$ cat src/rtl/reg_file_sb.sv
// Two-write / two-read register file with a per-register busy scoreboard.
// Port B wins on a same-address write; read ports can forward same-cycle writes.
module reg_file_sb #(
  parameter int DSIZE   = 16,
  parameter int RSIZE   = 4,
  parameter bit ZERO_R0 = 1'b1,
  parameter bit BYPASS  = 1'b1
) (
  input  logic             i_clock,
  input  logic             i_reset,
  input  logic             i_wen_a,
  input  logic [RSIZE-1:0] i_waddr_a,
  input  logic [DSIZE-1:0] i_wdata_a,
  input  logic             i_wen_b,
  input  logic [RSIZE-1:0] i_waddr_b,
  input  logic [DSIZE-1:0] i_wdata_b,
  input  logic             i_issue,
  input  logic [RSIZE-1:0] i_issue_addr,
  input  logic [RSIZE-1:0] i_raddr1,
  input  logic [RSIZE-1:0] i_raddr2,
  output logic [DSIZE-1:0] o_rdata1,
  output logic [DSIZE-1:0] o_rdata2,
  output logic             o_busy1,
  output logic             o_busy2,
  output logic             o_wr_conflict
);

  localparam int NREGS = 2 ** RSIZE;

  logic [DSIZE-1:0] r_regs [NREGS];
  logic [NREGS-1:0] r_busy;
  logic             r_wr_conflict;

  logic             w_eff_a;
  logic             w_eff_b;
  logic             w_eff_issue;
  logic [NREGS-1:0] w_busy_next;

  assign w_eff_a     = i_wen_a && !(ZERO_R0 && (i_waddr_a == '0));
  assign w_eff_b     = i_wen_b && !(ZERO_R0 && (i_waddr_b == '0));
  assign w_eff_issue = i_issue && !(ZERO_R0 && (i_issue_addr == '0));

  // Set is applied after the clears so a newly issued producer wins over a retiring one.
  always_comb begin
    // NOTE: every variable driven here gets a default first, otherwise a latch is inferred.
    w_busy_next = r_busy;
    if (w_eff_a)     w_busy_next[i_waddr_a]    = 1'b0;
    if (w_eff_b)     w_busy_next[i_waddr_b]    = 1'b0;
    if (w_eff_issue) w_busy_next[i_issue_addr] = 1'b1;
  end

  always_ff @(posedge i_clock) begin
    if (i_reset) begin
      // NOTE: the array is reset explicitly because readers rely on zeroed registers; this
      // keeps it in flops rather than a RAM macro.
      for (int i = 0; i < NREGS; i++) r_regs[i] <= '0;
      r_busy        <= '0;
      r_wr_conflict <= 1'b0;
    end else begin
      // NOTE: non-blocking assignments, so the later port-B write takes effect on a clash.
      if (w_eff_a) r_regs[i_waddr_a] <= i_wdata_a;
      if (w_eff_b) r_regs[i_waddr_b] <= i_wdata_b;
      r_busy        <= w_busy_next;
      r_wr_conflict <= w_eff_a && w_eff_b && (i_waddr_a == i_waddr_b);
    end
  end

  function automatic logic [DSIZE-1:0] f_read(
    input logic [RSIZE-1:0] ra,
    input logic [DSIZE-1:0] arr_val,
    input logic             eff_a,
    input logic [RSIZE-1:0] wa,
    input logic [DSIZE-1:0] da,
    input logic             eff_b,
    input logic [RSIZE-1:0] wb,
    input logic [DSIZE-1:0] db
  );
    if (ZERO_R0 && (ra == '0))           return '0;
    else if (BYPASS && eff_b && (wb == ra)) return db;
    else if (BYPASS && eff_a && (wa == ra)) return da;
    else                                 return arr_val;
  endfunction

  // A retiring write hides the busy bit only when no new producer claims the register.
  function automatic logic f_busy(
    input logic [RSIZE-1:0] ra,
    input logic             busy_bit,
    input logic             hit_write,
    input logic             hit_issue
  );
    if (ZERO_R0 && (ra == '0))               return 1'b0;
    else if (BYPASS && hit_write && !hit_issue) return 1'b0;
    else                                     return busy_bit;
  endfunction

  logic w_hit_w1, w_hit_w2, w_hit_i1, w_hit_i2;

  assign w_hit_w1 = (w_eff_a && (i_waddr_a == i_raddr1)) || (w_eff_b && (i_waddr_b == i_raddr1));
  assign w_hit_w2 = (w_eff_a && (i_waddr_a == i_raddr2)) || (w_eff_b && (i_waddr_b == i_raddr2));
  assign w_hit_i1 = w_eff_issue && (i_issue_addr == i_raddr1);
  assign w_hit_i2 = w_eff_issue && (i_issue_addr == i_raddr2);

  always_comb begin
    o_rdata1 = f_read(i_raddr1, r_regs[i_raddr1], w_eff_a, i_waddr_a, i_wdata_a,
                      w_eff_b, i_waddr_b, i_wdata_b);
    o_rdata2 = f_read(i_raddr2, r_regs[i_raddr2], w_eff_a, i_waddr_a, i_wdata_a,
                      w_eff_b, i_waddr_b, i_wdata_b);
    o_busy1  = f_busy(i_raddr1, r_busy[i_raddr1], w_hit_w1, w_hit_i1);
    o_busy2  = f_busy(i_raddr2, r_busy[i_raddr2], w_hit_w2, w_hit_i2);
  end

  assign o_wr_conflict = r_wr_conflict;

endmodule
$ cat config.mk
export PLATFORM = sky130hd
export DESIGN_NAME = reg_file_sb
export DESIGN_NICKNAME = d
export VERILOG_FILES = /design/src/rtl/reg_file_sb.sv
export SDC_FILE = /design/constraint.sdc
export NUM_CORES = 1
export LEC_CHECK = 0
export CAP_MARGIN = 15
export CORE_MARGIN = 5
export CORE_UTILIZATION = 65
export CTS_CLUSTER_DIAMETER = 80
export DETAILED_ROUTE_END_ITERATION = 16
export PLACE_DENSITY = 0.91
export SLEW_MARGIN = 30
export SYNTH_ARGS = -nofsm -noshare
export SYNTH_HDL_FRONTEND = slang
export SYNTH_SLANG_ARGS = --single-unit
$ cat constraint.sdc
create_clock -name i_clock -period 8.8 [get_ports i_clock]
set_clock_uncertainty 0.05 [all_clocks]
set_input_delay 1.76 -clock i_clock [delete_from_list [all_inputs] [get_ports i_clock]]
set_output_delay 1.76 -clock i_clock [all_outputs]
set_load 0.02 [all_outputs]
# Word level (Yosys, flattened, before mapping)
# Memory sizes are Yosys's and may differ from the RTL's.
# Index checks and enable logic that the tools add are counted.
[op_classes]
bitwise_logic = 5
muxes = 37
reduce_logical = 30
n_eq_ne = 7
n_lt_le_gt_ge = 8
[op_table]
columns = ["operator", "n"]
rows = [
  ["$mux W16", 11],
  ["$and A16 B16 Y16", 2],
  ["$not A16 Y16", 2],
  ["$reduce_or A16 Y1", 2],
  ["$eq A4 B4 Y1", 7],
  ["$lt A4 B5 Y1 const B", 5],
  ["$logic_not A4 Y1", 5],
  ["$mux W1", 19],
  ["$logic_and A1 B1 Y1", 16],
  ["$or A16 B16 Y16", 1],
  ["$demux W1 S4", 3],
  ["$ge A4 B1 Y1 const B", 3],
  ["$bmux W1 S4", 2],
  ["$mux W4", 2],
  ["$logic_not A1 Y1", 5],
  ["$logic_or A1 B1 Y1", 2],
]
[totals]
mem_count = 1
ramBits = 256
inputBits = 57
out_inout_bits = 35
elab_cells = 90
reg_bits = 17
[memory_table]
columns = ["memory", "words", "word_bits", "rd", "rd_ports_with_merged_regs", "write_ports", "line_no", "source"]
rows = [
  ["r_regs", 16, 16, 2, 0, 16, "30", "logic [DSIZE-1:0] r_regs [NREGS];"],
]

# Logic depth before layout (Yosys ltp)
# Gate-level depths: netlist of the first run.
[logic_depth]
word_depth = 11
depth_mapped = 8

# Worst setup path before layout of the first run
# OpenSTA, ideal clock, no wires.
[synth_timing]
kind = "in2out"
from = "input i_raddr2[2]"
to = "output o_rdata2[1]"
required_time_ns = 6.990
cell_stages = 7
path_slack_ns = 2.998
t_arrival_ns = 3.992
cell_sequence = "buf_2 -> buf_4 -> buf_4 -> buf_2 -> mux2i_1 -> o221a_2 -> a2111oi_0"
[synth_via]
elab_chain_cells = 5
[synth_lines]
columns = ["element", "line_no", "source"]
rows = [
  ["start: declaration", "20", "input logic [RSIZE-1:0] i_raddr2,"],
  ["parallel branches: the longest is 4 deep, another holds $mem_v2 Z16 W16", "--", ""],
  ["$mux W16 *", "78", "if (ZERO_R0 && (ra == '0)) return '0;"],
  ["end: declaration", "22", "output logic [DSIZE-1:0] o_rdata2,"],
]
# Every way passes the cells marked *.

# Final worst setup path of the first run
[layout_timing]
from = "input i_raddr2[3]"
to = "output o_rdata2[0]"
# Same word-level chain as after synthesis.

==> flow_summary.yaml, run 1 <==
timing:
  tns_ns: 0
  slew_violations: 0
  rsz0062_at_grt: "false"
  holdWs_ns: 0.431
  timing.fmax_mhz: 141
  max-slew-margin-rel_pct: 23.3
  fin_crit_sh_pct: 80.7
  worst_pin_slew_ns: 1.15
  setup_viol: 0
  post-route-min-period_ns: 7.10
  hold_viol: 0
place:
  globalplace.congestion: 0.946
  postPlaceCellArea_mm2: 0.0182
  place_hpwl_um: 35900
  io_buffers: 91
die:
  dieWidth_um: 173
  dieArea_mm2: 0.0298
  core-area_mm2: 0.0261
  num_rows: 59
  boundaryPins: 92
  initial_core_util_pct: 66.0
  fp.dieH_um: 173
final_layout:
  fin_util_pct: 73.5
  nNetsFinal: 1443
  areaGrowthSynthToFinish_pct: 11.3
  diodes: 0
  finalInstanceArea_mm2: 0.0191
  fill_cells: 1516
  drive_gt1_share_pct: 22.4
global_route:
  grt_antenna_before_repair: 1
  gr-total-overflow: 0
  grt_use_total_pct: 38.0
  grt_pass1_wl_um: 87800
  grt_max_degree: 65
  grt_pass1_vias: 14500
pwr:
  vdd_drop_max_mv: 0.188
  power_mw: 3.38
  power_density_mw_per_mm2: 177
  total_leakage_power_nw: 6.75
detailed_routing:
  postRouteAntennaNets: 0
  viasPerCell: 8.32
  drt-initial-drc-count: 3105
  drc: 0
  drt_pre_antenna_iters: 6
  vias: 14500
  wl_um: 59700
  wl_per_cell_um: 34.3
synthesis:
  syn_area_mm2: 0.0172
  synth_top_family_by_area: "multiplexers"
  netlist-cell-type-count: 56
  ys_seq_area_share_pct: 46.6
  ys_ff_latch: 272
  yosys.area.top_type: "edfxtp_1"
  synth.mux.area_fraction_pct: 20.4
  synth_area_leaders: "edfxtp_1 (45%), a22o_1 (12%), mux4_2 (9.2%), mux2i_1 (5.6%), mux2_2 (4.8%)"
  synth_edf_count: 256
  synth.avg_cell_area_um2: 12.3
  ys.flop_type: "edfxtp_1"
  yosysWarnings: 0
  synthSimpleGateAreaFrac_pct: 7.06
  async_flop_share_pct: 0
  synth_compound_gate_area_share_pct: 19.2
  postSynthCellCount: 1398
  synthAdderAreaFrac_pct: 0
  yosysTopAreaCellShare_pct: 44.7
  synth_xor_area_share_pct: 1.43
setup_path:
  arrival_ns: 5.29
  path_buf_inv: 3
  path_max_fanout: 38
  cp.required_ns: 6.99
  crit_chain: "clkdlybuf4s50_1 -> buf_4 -> xor2_1 -> nor4_4 -> nand2_2 -> and3_2 -> a2111oi_0 -> clkdlybuf4s50_1"
  cp_common_cell: "clkdlybuf4s50_1"
  critPathSlowestCell: "clkdlybuf4s50_1"
  critPathCaptureType: "output port"
  cp_top_family: "buffers and inverters"
  worstSetupStartpointType: "input pin"
  crit_type: "in -> out"
  max_stage_delay_ns: 0.71
clock_tree:
  cts.sinks: 272
  clk_pin_slew_ns: 0.06
  cts_buffers: 28
  hold_buffers: 0
  clockRootBuffer: "clkbuf_16"
  cts_setup_buffers: 0
  cts_buffer_depth: 3
  clock_latency_ns: 0.56
  cts_tree: "yes"
  htreeDepth: 1
  post_cts_resized: 0
outcome:
  run_status: "finished clean"
job:
  cap_violations: 0
worst_hold_path:
  hold_path_class: "reg -> reg"
## layout by cell type (no fill, tap or decap), types with 20 or more instances in the layout
| cell | instances |
|---|---|
| a21oi_1 | 20 |
| mux2_2 | 74 |
| nand3_1 | 41 |
| edfxtp_1 | 256 |
| a22oi_1 | 32 |
| a22o_1 | 240 |
| nor2_1 | 62 |
| o21ai_0 | 43 |
| buf_4 | 33 |
| mux4_2 | 70 |
| xor2_1 | 21 |
| inv_1 | 28 |
| mux2i_1 | 97 |
| clkdlybuf4s50_1 | 83 |
| clkbuf_16 | 28 |
| nand2_1 | 30 |
## worst paths after layout
check	start	endpoint	slack (ns)	cells past startpoint
setup reg to reg	r_busy[13]	r_busy[13]	8.00	2
hold reg to reg	r_busy[1]	r_busy[1]	0.43	2
setup / recovery	i_raddr2[3]	o_rdata2[0]	1.70	8
hold / removal	r_busy[1]	r_busy[1]	0.43	2
## power by group
part           total, mW  leakage (nW)  internal [mW]  switching [mW]
Sequential          1.56          2.61           1.51          0.0524
Combinational      0.636          3.72          0.258           0.378
Clock               1.19         0.431          0.669           0.519
## routing by layer
layer	GRT usage, %	routed length [um]
met5	0	13
met4	23.6	4570
met3	15.0	10600
met2	57.0	26200
met1	46.4	18400
## stage by stage
| stage | setup slack (ns) | std cells |
|---|---|---|
| floorplan | 3.00 | 1413 |
| global placement | 1.64 | 1684 |
| detailed placement | 1.60 | 1688 |
| CTS | 1.58 | 1739 |
| global route | 1.54 | 1742 |
| finish | 1.70 | 1742 |
## state kept, by name, indices dropped and copies added, names as in the netlist
register	count
r_regs	256
r_busy	15
o_wr_conflict	1
## Yosys cell counts, types with 10 or more instances
cell type,n
edfxtp_1,256
a22o_1,240
mux2i_1,97
clkbuf_1,88
mux2_2,74
mux4_2,70
nor2_1,68
buf_2,49
o21ai_0,43
nand3_1,41
buf_1,36
a22oi_1,32
nand2_1,30
inv_1,28
nor3_1,25
xor2_1,21
a21oi_1,20
and3_1,17
dfxtp_1,16
o211ai_1,16
o221a_2,15
or3_1,15
a2111oi_2,10
## cell families (layout without fill, tap and decap cells)
| logic type | count (synthesis) | after routing |
|---|---|---|
| flops | 272 | 272 |
| simple gates | 236 | 236 |
| other cells | 1 | 16 |
| compound gates | 399 | 399 |
| xor+xnor | 28 | 28 |
| buf+inv | 213 | 207 |
| mux | 249 | 249 |
## tightest hold or removal path: cells and delay by family (launching register included)
family                 cells  cell delay (ns)
buffers and inverters      1             0.05
AO/OA/AOI/OAI              1             0.06
flip-flops                 1             0.32
## cell type report
class	count	area [um^2]	area share, %
Inverter	28	105	0.549
Multi-Input combinational cell	928	8520	44.5
Sequential cell	272	8010	41.8
Clock inverter	13	130	0.680
Timing Repair Buffer	128	1200	6.25
Tap cell	335	419	2.19
Clock buffer	38	768	4.01
(Power assumes the default switching activity.)
==> run 2: changes to the inputs <==
--- a/config.mk
+++ b/config.mk
@@ -7,10 +7,10 @@
 export LEC_CHECK = 0
 export CAP_MARGIN = 15
 export CORE_MARGIN = 5
-export CORE_UTILIZATION = 65
+export CORE_UTILIZATION = 61
 export CTS_CLUSTER_DIAMETER = 80
 export DETAILED_ROUTE_END_ITERATION = 16
-export PLACE_DENSITY = 0.91
+export PLACE_DENSITY = 0.86
 export SLEW_MARGIN = 30
 export SYNTH_ARGS = -nofsm -noshare
 export SYNTH_HDL_FRONTEND = slang
==> constraint.sdc (replaced) <==
create_clock -name i_clock -period 6.8 [get_ports i_clock]
set_clock_uncertainty 0.05 [all_clocks]
set_input_delay 1.36 -clock i_clock [delete_from_list [all_inputs] [get_ports i_clock]]
set_output_delay 1.36 -clock i_clock [all_outputs]
set_load 0.02 [all_outputs]
==> run 2 against run 1 <==
Routed wire length grew 0.20%. Die area up 6.2%. Largest power group unchanged. Critical path type unchanged. Cell count increased by 3.2%.
==> flow_summary.yaml, run 2 (same netlist as run 1, synthesis figures left out) <==
outcome:
  run_status: "finished clean"
die:
  fp.dieH_um: 178
  initial_core_util_pct: 61.9
  num_rows: 61
  dieArea_mm2: 0.0317
  dieWidth_um: 178
  core-area_mm2: 0.0278
  boundaryPins: 92
final_layout:
  largest_reg_flops: 256
  areaGrowthSynthToFinish_pct: 12.8
  diodes: 0
  drive_gt1_share_pct: 23.2
  nNetsFinal: 1452
  fill_cells: 1836
  fin_util_pct: 69.8
  finalInstanceArea_mm2: 0.0194
  final_common_cell: "edfxtp_1"
  regMostFlops: "r_regs"
  final_cell_mix: "edfxtp_1 (256), a22o_1 (240), mux2i_1 (97), clkdlybuf4s50_1 (83), mux2_2 (74)"
setup_path:
  cp_common_cell: "clkdlybuf4s50_1"
  worstSetupStartpointType: "input pin"
  critPathSlowestCell: "clkdlybuf4s50_1"
  max_stage_delay_ns: 0.76
  crit_type: "in -> out"
  arrival_ns: 4.82
  critPathCaptureType: "output port"
  path_max_fanout: 11
  crit_chain: "clkdlybuf4s50_1 -> xor2_1 -> nor4_1 -> a22oi_2 -> nor3b_1 -> a2111oi_0 -> clkdlybuf4s50_1"
  cp.required_ns: 5.39
detailed_routing:
  viasPerCell: 7.95
  postRouteAntennaNets: 0
  drc: 0
  wl_per_cell_um: 33.3
  wl_um: 59800
  drt-initial-drc-count: 2637
  vias: 14300
  drt_pre_antenna_iters: 9
global_route:
  use_met2_pct: 54.9
  grt_use_total_pct: 36.8
  grt_pass1_vias: 14100
  gr-total-overflow: 0
  grt_pass1_wl_um: 86800
  grt_max_degree: 76
  global_route.usage.met3_pct: 12.5
  busiest_layer: "met2"
  met1_usage_pct: 46.3
  grt_antenna_before_repair: 1
clock_tree:
  htreeDepth: 1
  cts_buffer_depth: 3
  cts_setup_buffers: 0
  clock_latency_ns: 0.56
  cts_buffers: 30
  clockRootBuffer: "clkbuf_16"
  post_cts_resized: 0
  cts.sinks: 272
  clk_pin_slew_ns: 0.05
  hold_buffers: 0
  cts_tree: "yes"
timing:
  hold_viol: 0
  max-slew-margin-rel_pct: 27.2
  slew_violations: 0
  fin_crit_sh_pct: 91.6
  post-route-min-period_ns: 6.23
  worst_pin_slew_ns: 1.09
  setup_viol: 0
  holdWs_ns: 0.440
  tns_ns: 0
  timing.fmax_mhz: 161
  rsz0062_at_grt: "false"
place:
  postPlaceCellArea_mm2: 0.0183
  place_hpwl_um: 36100
  globalplace.congestion: 0.931
  io_buffers: 91
pwr:
  power_mw: 4.53
  vdd_drop_max_mv: 0.201
  power_switching_mw: 1.23
  switching_share_pct: 27.2
  total_leakage_power_nw: 6.86
  power_density_mw_per_mm2: 234
  p_comb_share_pct: 18.2
  clkPwrFrac_pct: 37.2
  p_seq_share_pct: 44.6
  power_report.internal_total_mw: 3.30
worst_hold_path:
  hold_path_class: "reg -> reg"
job:
  cap_violations: 0
## run 2: power by group through the flow
stage	clock network (mW)	registers, mW	logic [mW]
finish	1.69	2.02	0.822
global route	1.75	2.03	0.844
CTS	1.67	2.01	0.791
detailed placement	0	2.04	0.782
global placement	0	2.03	0.765
floorplan	0	2.02	0.515
## run 2: routing by layer
metal	vias up	part of all wire (%)	wire [um]
met3	383	17	10200
met5	-	0.018	11
met2	1533	44	26300
met1	6795	32	18900
met4	2	7.4	4400
li1	5578	-	-
## run 2: worst max-delay path: cells and delay by family
kind	cells	cell delay, ns
buf+inv	2	1.38
xor+xnor	1	0.25
compound gates	2	1.10
simple gates	2	0.72
## run 2: layout make-up
| cell class | instances | area (um^2) | area share, % |
|---|---|---|---|
| multi-input combinational | 928 | 8510 | 43.9 |
| sequential | 272 | 8010 | 41.3 |
| timing repair buffer | 135 | 1280 | 6.58 |
| clock buffer | 38 | 832 | 4.29 |
| tap | 378 | 473 | 2.44 |
| clock inverter | 18 | 190 | 0.981 |
| inverter | 28 | 105 | 0.542 |
## run 2: worst paths after layout
path                              startpoint      endpoint  slack (ns)  depth (start not counted)
worst max-delay path            i_waddr_a[2]  o_rdata2[15]        0.57                          7
worst min-delay path               r_busy[8]     r_busy[8]        0.44                          2
worst max register to register    r_busy[15]    r_busy[15]        6.03                          2
worst min register to register     r_busy[8]     r_busy[8]        0.44                          2
## run 2: through the flow
step	setup WS, ns	std cells
after detailed placement	0.765	1739
after CTS	0.753	1795
after floorplan	1.80	1413
after global placement	0.824	1734
final	0.570	1797
after global routing	0.592	1797
==> run 3: changes to the inputs <==
--- a/config.mk
+++ b/config.mk
@@ -10,8 +10,11 @@
 export CORE_UTILIZATION = 61
 export CTS_CLUSTER_DIAMETER = 80
 export DETAILED_ROUTE_END_ITERATION = 16
+export HOLD_SLACK_MARGIN = 0.05
 export PLACE_DENSITY = 0.86
+export SKIP_CTS_REPAIR_TIMING = 1
 export SLEW_MARGIN = 30
 export SYNTH_ARGS = -nofsm -noshare
 export SYNTH_HDL_FRONTEND = slang
 export SYNTH_SLANG_ARGS = --single-unit
+export TNS_END_PERCENT = 30
==> results of run 3 <==
Final layout, timing and power as in run 2 (identical DEF).
